### src/rtl/seven_seg_scan_ctrl.sv
// Multiplexed 7-segment scan controller: per-digit time slots with dead time, PWM brightness,
// leading-zero blanking and frame-synchronous input snapshots. All pin outputs are registered.
module seven_seg_scan_ctrl #(
    parameter int unsigned NUM_DIGITS     = 6,
    parameter int unsigned SCAN_DIV       = 1000,
    parameter int unsigned BLANK_CYCLES   = 16,
    parameter bit          SEG_ACTIVE_LOW = 1'b0,
    parameter bit          DIG_ACTIVE_LOW = 1'b0
) (
    input  logic                    Clock,
    input  logic                    Reset,
    input  logic [NUM_DIGITS-1:0]   DisplayEnables,
    input  logic [4*NUM_DIGITS-1:0] Data,
    input  logic [NUM_DIGITS-1:0]   Points,
    input  logic [3:0]              Brightness,
    input  logic                    LeadingZeroBlank,
    output logic [7:0]              SevenSegsAndPoint,
    output logic [NUM_DIGITS-1:0]   ShowOneofN,
    output logic                    FrameStart
);

    localparam int unsigned CW      = $clog2(SCAN_DIV);
    localparam int unsigned IW      = (NUM_DIGITS > 1) ? $clog2(NUM_DIGITS) : 1;
    // Wide enough for (Brightness+1)*(SCAN_DIV-BLANK_CYCLES) <= 16*2^CW
    localparam int unsigned PW      = CW + 5;
    localparam int unsigned LIT_LEN = SCAN_DIV - BLANK_CYCLES;

    localparam logic [7:0]            SEG_INV = {8{SEG_ACTIVE_LOW}};
    localparam logic [NUM_DIGITS-1:0] DIG_INV = {NUM_DIGITS{DIG_ACTIVE_LOW}};

    logic [CW-1:0]           cnt_q, cnt_d;
    logic [IW-1:0]           idx_q, idx_d;
    logic                    frame_q, frame_d;
    logic                    load_q;
    logic [7:0]              seg_q, seg_d;
    logic [NUM_DIGITS-1:0]   dig_q, dig_d;

    logic [4*NUM_DIGITS-1:0] data_q;
    logic [NUM_DIGITS-1:0]   en_q, pt_q;
    logic [3:0]              bri_q;
    logic                    lzb_q;

    logic                    cnt_wrap, shadow_load, lit, on, drive, zrun;
    logic [PW-1:0]           lit_ofs, duty_lim;
    logic [NUM_DIGITS-1:0]   zblank;
    logic [3:0]              cur_nib;
    logic                    cur_en, cur_pt, cur_zb;
    logic [6:0]              glyph;

    // Slot/digit sequencing, duty window, blanking and pin pattern for the current cycle
    always_comb begin
        cnt_wrap    = 1'b0;
        cnt_d       = cnt_q + CW'(1);
        idx_d       = idx_q;
        frame_d     = 1'b0;
        shadow_load = frame_q | load_q;
        zrun        = 1'b1;
        zblank      = '0;
        cur_nib     = 4'h0;
        cur_en      = 1'b0;
        cur_pt      = 1'b0;
        cur_zb      = 1'b0;
        glyph       = 7'h00;
        seg_d       = SEG_INV;
        dig_d       = DIG_INV;

        if (cnt_q == CW'(SCAN_DIV - 1)) begin
            cnt_wrap = 1'b1;
            cnt_d    = '0;
            if (idx_q == IW'(NUM_DIGITS - 1)) begin
                idx_d   = '0;
                frame_d = 1'b1;
            end else begin
                idx_d = idx_q + IW'(1);
            end
        end

        lit      = (cnt_q >= CW'(BLANK_CYCLES));
        lit_ofs  = PW'(cnt_q) - PW'(BLANK_CYCLES);
        duty_lim = (PW'(bri_q) + PW'(1)) * PW'(LIT_LEN);
        on       = (lit_ofs << 4) < duty_lim;

        // A digit is zero-blanked when it and every more-significant digit are zero
        for (int i = int'(NUM_DIGITS) - 1; i >= 0; i--) begin
            zrun      = zrun && (data_q[4*i +: 4] == 4'h0);
            zblank[i] = lzb_q && zrun && (i != 0);
        end

        for (int unsigned i = 0; i < NUM_DIGITS; i++) begin
            if (idx_q == IW'(i)) begin
                cur_nib = data_q[4*i +: 4];
                cur_en  = en_q[i];
                cur_pt  = pt_q[i];
                cur_zb  = zblank[i];
            end
        end

        case (cur_nib)
            4'h0: glyph = 7'h3F;
            4'h1: glyph = 7'h06;
            4'h2: glyph = 7'h5B;
            4'h3: glyph = 7'h4F;
            4'h4: glyph = 7'h66;
            4'h5: glyph = 7'h6D;
            4'h6: glyph = 7'h7D;
            4'h7: glyph = 7'h07;
            4'h8: glyph = 7'h7F;
            4'h9: glyph = 7'h6F;
            4'hA: glyph = 7'h77;
            4'hB: glyph = 7'h7C;
            4'hC: glyph = 7'h39;
            4'hD: glyph = 7'h5E;
            4'hE: glyph = 7'h79;
            default: glyph = 7'h71;
        endcase

        drive = lit && on && cur_en && !(cur_zb && !cur_pt);
        if (drive) begin
            seg_d = {cur_pt, cur_zb ? 7'h00 : glyph} ^ SEG_INV;
            dig_d = (NUM_DIGITS'(1) << idx_q) ^ DIG_INV;
        end
    end

    always_ff @(posedge Clock) begin
        if (Reset) begin
            cnt_q   <= '0;
            idx_q   <= '0;
            frame_q <= 1'b0;
            load_q  <= 1'b1;
            seg_q   <= SEG_INV;
            dig_q   <= DIG_INV;
            data_q  <= '0;
            en_q    <= '0;
            pt_q    <= '0;
            bri_q   <= 4'h0;
            lzb_q   <= 1'b0;
        end else begin
            cnt_q   <= cnt_d;
            idx_q   <= idx_d;
            frame_q <= frame_d;
            load_q  <= 1'b0;
            seg_q   <= seg_d;
            dig_q   <= dig_d;
            if (shadow_load) begin
                data_q <= Data;
                en_q   <= DisplayEnables;
                pt_q   <= Points;
                bri_q  <= Brightness;
                lzb_q  <= LeadingZeroBlank;
            end
        end
    end

    assign SevenSegsAndPoint = seg_q;
    assign ShowOneofN        = dig_q;
    assign FrameStart        = frame_q;

endmodule
### config.mk
export PLATFORM = sky130hd
export DESIGN_NAME = seven_seg_scan_ctrl
export DESIGN_NICKNAME = d
export VERILOG_FILES = /design/src/rtl/seven_seg_scan_ctrl.sv
export SDC_FILE = /design/constraint.sdc
export NUM_CORES = 1
export LEC_CHECK = 0
export CAP_MARGIN = 25
export CELL_PAD_IN_SITES_DETAIL_PLACEMENT = 1
export CELL_PAD_IN_SITES_GLOBAL_PLACEMENT = 1
export CORE_MARGIN = 1
export CORE_UTILIZATION = 41
export CTS_CLUSTER_SIZE = 30
export DETAILED_ROUTE_END_ITERATION = 7
export GPL_TIMING_DRIVEN = 0
export PLACE_DENSITY_LB_ADDON = 0.2
export SLEW_MARGIN = 20
export SYNTH_ARGS = -nofsm -noshare
export SYNTH_HDL_FRONTEND = slang
export SYNTH_SLANG_ARGS = --single-unit
### constraint.sdc
create_clock -name Clock -period 6.4 [get_ports Clock]
set_input_delay 1.28 -clock Clock [delete_from_list [all_inputs] [get_ports Clock]]
set_output_delay 1.28 -clock Clock [all_outputs]
set_load 0.05 [all_outputs]
# ---- Yosys cells after proc, flatten, opt, wreduce, memory -nomap -nowiden
# Memories as Yosys holds them, arrays and structs flattened. A register that Yosys moved wholly into a read port is not among the register bits.
# Index checks and enable logic that the tools add are counted.
dict set report word_totals {
  memories 1
  register_bits 63
  out_inout_bits 15
  mem_bits_ro 112
  in_bits 43
}
dict set report classes {
  eq_ne 6
  reduce_logical 25
  n_shift 1
  bitwise_logic 3
  addsub 4
  n_lt_le_gt_ge 2
  n_mux 26
  n_mul 1
}
# memory depth word_bits read_ports rd_ports_with_merged_regs wr line
set memory_table {}
lappend memory_table {{(no name shown)} 16 7 1 1 0 98} ;# case (cur_nib)
# cell n
set op_table {}
lappend op_table {{2-to-1 mux 4 bit} 6}
lappend op_table {{zero test 4 bit} 5}
lappend op_table {{2-to-1 mux 1 bit} 19}
lappend op_table {{less-than comparator 15 bit} 1}
lappend op_table {{logical AND 1 bit} 13}
lappend op_table {{multiplier 5 x 7 -> 12 bit (second input constant)} 1}
lappend op_table {{subtractor 10 x 5 -> 11 bit (second input constant)} 1}
lappend op_table {{adder 10 x 1 -> 10 bit (second input constant)} 1}
lappend op_table {{equality test 10 bit (second input constant)} 1}
lappend op_table {{>= comparator 10 x 5 -> 1 bit (second input constant)} 1}
lappend op_table {{equality test 3 x 2 -> 1 bit (second input constant)} 2}
lappend op_table {{equality test 3 bit (second input constant)} 2}
lappend op_table {{OR reduction 2 bit} 3}
lappend op_table {{<< shifter 1 x 3 -> 6 bit (first input constant)} 1}
lappend op_table {{adder 4 x 1 -> 5 bit (second input constant)} 1}
lappend op_table {{adder 3 x 1 -> 3 bit (second input constant)} 1}
lappend op_table {{equality test 3 x 1 -> 1 bit (second input constant)} 1}
lappend op_table {{zero test 3 bit} 1}
lappend op_table {{2-to-1 mux 3 bit} 1}
lappend op_table {{OR reduction 3 bit} 1}
lappend op_table {{zero test 1 bit} 2}
lappend op_table {{inverter 1 bit} 2}
lappend op_table {{OR 1 bit} 1}

# ---- Longest topological paths before layout
# Gate-level depths: netlist of run 1.
dict set report depth {
  word_depth 16
  ltp_mapped 22
  mapped_depth_nobuf 22
}

# ---- Worst setup path after synthesis of run 1
# OpenSTA, ideal clock, no wires.
dict set report synth_timing {
  path_type {register -> register}
  from {register bri_q[0]}
  to {register seg_q[6] (netlist: SevenSegsAndPoint[6])}
  path_buffers 0
  path_slack_ns 1.247
  required_ns 6.297
  synth_period_minus_slack_ns 5.153
  path_stages_with_launch 21
  setup_time_ns 0.103
  arrival_time_ns 5.050
  path_cell_list {dfxtp_1 ha_1 xor2_1 ha_1 inv_1 fa_1 fa_1 inv_1 ha_1 a21oi_1 nand2_1 a211o_1 a21oi_1 xor2_1 ha_1 a21o_1 a21o_1 a221o_1 a211oi_4 o21ai_4 a2111oi_2}
}
dict set report synth_via {
  elab_chain_len 8
}
# element line
set synth_rtl {}
lappend synth_rtl {{start: declaration} 40} ;# logic [3:0] bri_q;
lappend synth_rtl {{start signal: assignment} 148} ;# bri_q <= Brightness;
lappend synth_rtl {{adder 4 x 1 -> 5 bit} 80} ;# duty_lim = (PW'(bri_q) + PW'(1)) * PW'(LIT_LEN);
lappend synth_rtl {{multiplier 5 x 7 -> 12 bit} 80}
lappend synth_rtl {{less-than comparator 15 bit} 81} ;# on = (lit_ofs << 4) < duty_lim;
lappend synth_rtl {{logical AND 1 bit (3 in a row)} 117} ;# drive = lit && on && cur_en && !(cur_zb && !cur_pt);
lappend synth_rtl {{inverter 1 bit (no line)} -}
lappend synth_rtl {{OR reduction 3 bit (no line)} -}
lappend synth_rtl {{end: declaration} 35} ;# logic [7:0] seg_q, seg_d;
# Every way passes these cells.
# A chain may end at the register's enable or synchronous reset.

# ---- Worst setup path in the final report of run 1
dict set report layout_timing {
  from {register bri_q[0]}
  to {register dig_q[1] (netlist: ShowOneofN[1])}
}
dict set report layout_via {
  elab_chain_len 8
}
# element line
set layout_rtl {}
lappend layout_rtl {{adder 4 x 1 -> 5 bit} 80}
lappend layout_rtl {{multiplier 5 x 7 -> 12 bit} 80}
lappend layout_rtl {{less-than comparator 15 bit} 81}
lappend layout_rtl {{logical AND 1 bit (3 in a row)} 117}
lappend layout_rtl {{inverter 1 bit (no line)} -}
lappend layout_rtl {{OR reduction 2 bit (no line)} -}
lappend layout_rtl {{end signal: assignment} 143} ;# dig_q <= dig_d;
lappend layout_rtl {{end: declaration} 36} ;# logic [NUM_DIGITS-1:0] dig_q, dig_d;
# Every way passes these cells.

==> results.md, run 1 <==
- Setup TNS: 0 ns
- Max Slew Vio Count: 0
- Worst Path Max Fanout: 8
- Layout cells sized above 1: 0.0706
- Final instance area: 5250 um^2
- Initial Util: 0.419
- HPWL after detailed placement: 9.14 mm
- Compound-Gate Fraction of Synth Area: 0.167
- Synth Area in XOR/XNOR: 0.0508
- Antenna diodes: 0
- Routed WL per cell: 16.0 um
- Synth Area in Adders: 0.170
- Total die area: 10,900 um^2
- Initial antenna violation count: 0
- Htree depth: 3
- Via count: 3,793
- Initial DRT Pass Iterations: 4
- Commonest cells after routing, fill and taps aside: nand2_1 (102), dfxtp_1 (70), clkdlybuf4s50_1 (57), a21oi_1 (56), ha_1 (49)
- Drc violations: 0
- Syn Nets: 620
- Peak supply drop: 0.119 mV
- CORE AREA: 10,300 um^2
- CTS sink cnt: 70
- Clock slew at the register clock pins of the worst setup and hold paths: 0.08 ns
- Deepest clock path buffer count: 2
- Post-Synth Simple-Gate Area: 0.207
- Area delta synth->final: 21.8%
- Nets: 688
- Fill cells: 1,269
- Yosys top cell area share: 0.325
- Largest net degree at the start of global routing: 14
- Tmin final: 5.93 ns
- RSZ-0062 raised after global routing: false
- First-pass GRT wire length: 19.4 mm
- Final std cells w/o fill: 731
- Leakage: 2.16 nW
- FF+latch area: 1400 um^2
- EDFF count, synth: 0
- Pwr Density: 211 nW/um^2
- Status: completed
- CTS buffer count: 9
- Min-Delay Path Class: flop to flop
- Slew HR: 0.488
- Number of hold buffers added after cts: 0
- Setup Fix Bufs, Post-CTS: 0
- Ys Warns: 0
- Area of the multi-input gates: 2660 um^2
- Crit path capture type: flop
- Async set-reset flop share out of synthesis: 0
- Commonest non-fill, non-tap cell in the layout: nand2_1
- Post-synthesis mux area share: 0.0209
- Flops & latches, synth: 70
- Minimum hold slack: 0.453 ns
- CTS resizes: 0
- Antenna-violating nets left: 0
- Crit path required time: 6.66 ns
- GR Overflow Total: 0
- Final setup viols: 0
- Period utilisation layout: 0.927
- Fmax: 169 MHz
- Top_reg_cell synth: dfxtp_1
- Cell Count Post-Placement: 715
- Vias in the first global route: 3,988
- Area leader, netlist: dfxtp_1
- Final hold vios: 0
- Total Routing Usage GR: 0.226
- Worst setup SP type: flop
- Die Height: 105 um
- PnR worst setup slack: 0.467 ns
- Worst slew pin tran: 0.767 ns
- Vias/cell: 5.19
- Starting DRT DRC Count: 117
- Combinational family with the most area after synthesis: simple AND/OR/NAND/NOR gates
- Netlist Area Pre-Place: 4310 um^2
- Mapped Cells: 522
- Root Buffer: clkbuf_8
- Total power: 1.11 mW
- Synth cell types: 57
- Clock Skews: 0.0118 ns
- Top Ports: 58
- Worst-skew pair later-pin latency: 0.36 ns
- Max_cap viols: 0
- # rows: 37
- Syn Area/Cell: 8.25 um^2
- Synth top area cells: dfxtp_1 (33%), ha_1 (14%), nand2_1 (8.9%)
- Die W: 105 um
- Fraction of the yosys area taken by sequential cells: 0.325
- WP data arrival: 6.19 ns
- Fin util: 0.510
- CTS tree: yes
- Dpl cell area: 5050 um^2
- Final wirelength: 11.7 mm
- Crit path kind: flop to flop
- Dpl ws: 0.443 ns
- RePlAce Congestion: 0.812
- Port bufs: 57
==> report_power, final <==
group	internal [mW]	leakage, nW	switching [mW]
sequential	0.452	0.573	0.0146
combinational	0.125	1.49	0.150
clock	0.183	0.101	0.183
==> layer usage <==
| layer | track usage | vias to the layer above | wire, um |
|---|---|---|---|
| li1 | - | 1906 | - |
| met1 | 0.297 | 1809 | 5710 |
| met2 | 0.374 | 66 | 5460 |
| met3 | 0.0382 | 12 | 344 |
| met4 | 0.0724 | 0 | 154 |
| met5 | 0 | - | 0 |
==> critical path, stage by stage (launching register included) <==
cell      delay (ns)
dfxtp_1         0.59
ha_1            0.26
xor2_1          0.45
ha_1            0.33
inv_1           0.07
fa_1            0.43
fa_1            0.52
inv_1           0.05
ha_1            0.34
a21oi_1         0.23
o21ai_0         0.15
or4_1           0.44
o311ai_0        0.14
xor2_1          0.23
ha_1            0.27
a21o_1          0.16
a221o_1         0.38
a211oi_4        0.36
nor4bb_2        0.42
==> worst paths after layout <==
kind	endpoint	cells past startpoint	slack, ns	from
max	ShowOneofN[1]$_SDFF_PP0_	18	0.47	bri_q[0]$_SDFFE_PP0P_
min	pt_q[0]$_SDFFE_PP0P_	2	0.45	pt_q[0]$_SDFFE_PP0P_
max reg2reg	ShowOneofN[1]$_SDFF_PP0_	18	0.47	bri_q[0]$_SDFFE_PP0P_
min reg2reg	pt_q[0]$_SDFFE_PP0P_	2	0.45	pt_q[0]$_SDFFE_PP0P_
==> layout make-up <==
cell class | instances | share of cell area
multi-input combinational | 390 | 0.506
sequential | 70 | 0.267
timing repair buffer | 57 | 0.109
tap | 136 | 0.0324
inverter | 35 | 0.0250
clock buffer | 10 | 0.0243
buffer | 27 | 0.0229
clock inverter | 6 | 0.0134
==> synth_stat cells, drive strengths merged, types with 3 or more instances <==
cell type / number
nand3: 8
clkbuf: 19
dfxtp: 70
o21ai: 12
nand4: 3
nor2b: 3
nor4: 3
a21oi: 57
nand4b: 4
nand2b: 4
inv: 35
xor2: 15
ha: 49
a211oi: 10
a21o: 4
o22ai: 3
nor3: 7
xnor2: 10
nand2: 102
a2bb2oi: 3
buf: 8
fa: 6
or2: 6
mux2i: 9
nor2: 36
nor3b: 3
a31oi: 3
a211o: 3
==> cells by family (layout without fill, tap and decap cells) <==
kind of cell,after synthesis,in the layout
multiplexers,9,9
XOR/XNOR,25,25
AO/OA/AOI/OAI,109,109
adder cells (fa/ha/maj),55,55
flip-flops,70,70
AND/OR/NAND/NOR,192,192
buffers and inverters,62,135
==> sequential cells by signal, summed over array words and instances, names as in the netlist <==
register,cells
pt_q,6
FrameStart,1
cnt_q,10
idx_q,3
ShowOneofN,6
lzb_q,1
en_q,6
data_q,24
bri_q,4
SevenSegsAndPoint,8
load_q,1
No activity file was read; power rests on OpenSTA's default activity.
==> inputs of run 2 (changes only) <==
CORE_UTILIZATION = 36   (was 41)
GPL_ROUTABILITY_DRIVEN = 0   (was unset)
==> run 2 against run 1 <==
Net effect: the flow now finishes with violations (DRC); design area up 2.6%; maximum frequency increased by 2.2%; setup slack better by 0.13 ns; critical path type unchanged; critical endpoint is now SevenSegsAndPoint[6]$_SDFF_PP0_.
==> results.md, run 2 (synthesis results as in run 1) <==
- Min-Delay Path Class: flop to flop
- Peak supply drop: 0.0974 mV
- Area delta synth->final: 24.9%
- Slew HR: 0.509
- Status: complete, but fails checks
- WP buf/inv: 2
- WP data arrival: 6.03 ns
- Fill cells: 1,383
- Cell Count Post-Placement: 722
- Vias in the first global route: 3,953
- # rows: 39
- FF+latch area: 1400 um^2
- Total die area: 12,400 um^2
- Final wirelength: 11.3 mm
- GR Overflow Total: 0
- Worst slew pin tran: 0.731 ns
- HPWL after detailed placement: 8.86 mm
- Via count: 3,778
- Crit path required time: 6.63 ns
- Most used cell, CP: ha_1
- Family with the most delay on the worst path: adder cells
- Pwr Density: 238 nW/um^2
- Failing checks: DRC
- Layout cells sized above 1: 0.0690
- Initial DRT Pass Iterations: 6
- Port bufs: 57
- Area of the multi-input gates: 2660 um^2
- Htree depth: 3
- Setup TNS: 0 ns
- Minimum hold slack: 0.452 ns
- CTS tree: yes
- Routed WL per cell: 15.4 um
- Tmin final: 5.81 ns
- Starting DRT DRC Count: 113
- Clock slew at the register clock pins of the worst setup and hold paths: 0.06 ns
- Reg with most FFs: data_q
- Slowest CP cell: dfxtp_1
- Initial Util: 0.374
- Commonest non-fill, non-tap cell in the layout: nand2_1
- Antenna diodes: 0
- Vias/cell: 5.13
- Final hold vios: 0
- Setup Fix Bufs, Post-CTS: 0
- CTS buffer count: 9
- Number of flip-flops in the largest register: 24
- Worst setup SP type: flop
- CTS resizes: 0
- Clock Skews: 0.00635 ns
- Antenna-violating nets left: 0
- Die Height: 111 um
- Die W: 111 um
- First-pass GRT wire length: 19.0 mm
- Final std cells w/o fill: 737
- Number of hold buffers added after cts: 0
- Crit path kind: flop to flop
- Leakage: 2.22 nW
- Flop2flop setup slack: 0.59 ns
- Deepest clock path buffer count: 2
- Top Ports: 58
- Total Routing Usage GR: 0.194
- CP Cell Sequence: ha_1 > xor2_1 > ha_1 > inv_1 > fa_1 > fa_1 > inv_1 > ha_1 > a21oi_1 > o21ai_0 > or4_1 > o311ai_0 > xor2_1 > ha_1 > a21o_1 > a221o_1 > a211oi_4 > o21ai_4 > a2111oi_2
- Nets: 688
- Initial antenna violation count: 0
- Largest net degree at the start of global routing: 12
- Total power: 1.28 mW
- Period utilisation layout: 0.907
- Crit path capture type: flop
- Fmax: 172 MHz
- Slowest stage delay, CP: 0.52 ns
- RSZ-0062 raised after global routing: false
- Max Slew Vio Count: 0
- Worst-skew pair later-pin latency: 0.34 ns
- Commonest cells after routing, fill and taps aside: nand2_1 (102), dfxtp_1 (70), clkdlybuf4s50_1 (57), a21oi_1 (56), ha_1 (49)
- CTS sink cnt: 70
- Worst Path Max Fanout: 8
- Final setup viols: 0
- CORE AREA: 11,500 um^2
- Root Buffer: clkbuf_16
- Drc violations: 6
- Max_cap viols: 0
run 2: cell types whose count changed in the layout (fill, tap and decap cells not counted), sizes merged:
| cell | change |
|---|---|
| clkinv | -3 |
| clkbuf | +2 |
| inv | -2 |
| bufinv | +1 |
| clkinvlp | +1 |
run 2: metrics by stage:
stage,setup slack (ns),cell area [um^2],util
floorplan,1.25,4310,-
global placement,0.652,5060,0.439
detailed placement,0.597,5060,0.439
CTS,0.533,5380,0.467
global route,0.118,5380,0.467
finish,0.595,5380,0.467
run 2: where the power goes:
part	internal (mW)	switching, mW	leakage, nW
registers	0.452	0.0139	0.573
logic	0.126	0.147	1.49
clock network	0.360	0.181	0.155
total	0.938	0.343	2.22
run 2: layout make-up:
| type | count | area share |
|---|---|---|
| sequential | 70 | 0.260 |
| tap | 143 | 0.0332 |
| clock inverter | 3 | 0.0126 |
| clock buffer | 12 | 0.0477 |
| multi-input combinational | 390 | 0.493 |
| buffer | 27 | 0.0223 |
| timing repair buffer | 57 | 0.106 |
| inverter | 35 | 0.0244 |
run 2: worst register-to-register path, cell delays in order (launching register included):
cell       delay [ns]
dfxtp_1          0.52
ha_1             0.25
xor2_1           0.45
ha_1             0.33
inv_1            0.07
fa_1             0.43
fa_1             0.52
inv_1            0.04
ha_1             0.34
a21oi_1          0.23
o21ai_0          0.17
or4_1            0.41
o311ai_0         0.12
xor2_1           0.21
ha_1             0.27
a21o_1           0.17
a221o_1          0.39
a211oi_4         0.35
o21ai_4          0.17
a2111oi_2        0.25
run 2: path summary, 6_finish.rpt:
| kind | startpoint | end | cells after the start |
|---|---|---|---|
| min reg2reg | data_q[0]$_SDFFE_PP0P_ | data_q[0]$_SDFFE_PP0P_ | 2 |
| max | bri_q[0]$_SDFFE_PP0P_ | SevenSegsAndPoint[6]$_SDFF_PP0_ | 19 |
| max reg2reg | bri_q[0]$_SDFFE_PP0P_ | SevenSegsAndPoint[6]$_SDFF_PP0_ | 19 |
| min | data_q[0]$_SDFFE_PP0P_ | data_q[0]$_SDFFE_PP0P_ | 2 |
run 2: layer usage:
| layer | vias up | global-route usage | share of wire |
|---|---|---|---|
| met3 | 8 | 0.0354 | 0.035 |
| met1 | 1788 | 0.258 | 0.50 |
| met5 | - | 0 | 0 |
| met4 | 0 | 0.0613 | 0.0095 |
| met2 | 72 | 0.318 | 0.46 |
| li1 | 1910 | - | - |
==> inputs of run 3 (changes only) <==
CTS_CLUSTER_SIZE = 8   (was 30)
==> results of run 3 <==
Same layout as run 2: the final DEF is identical, and so are final timing and power.
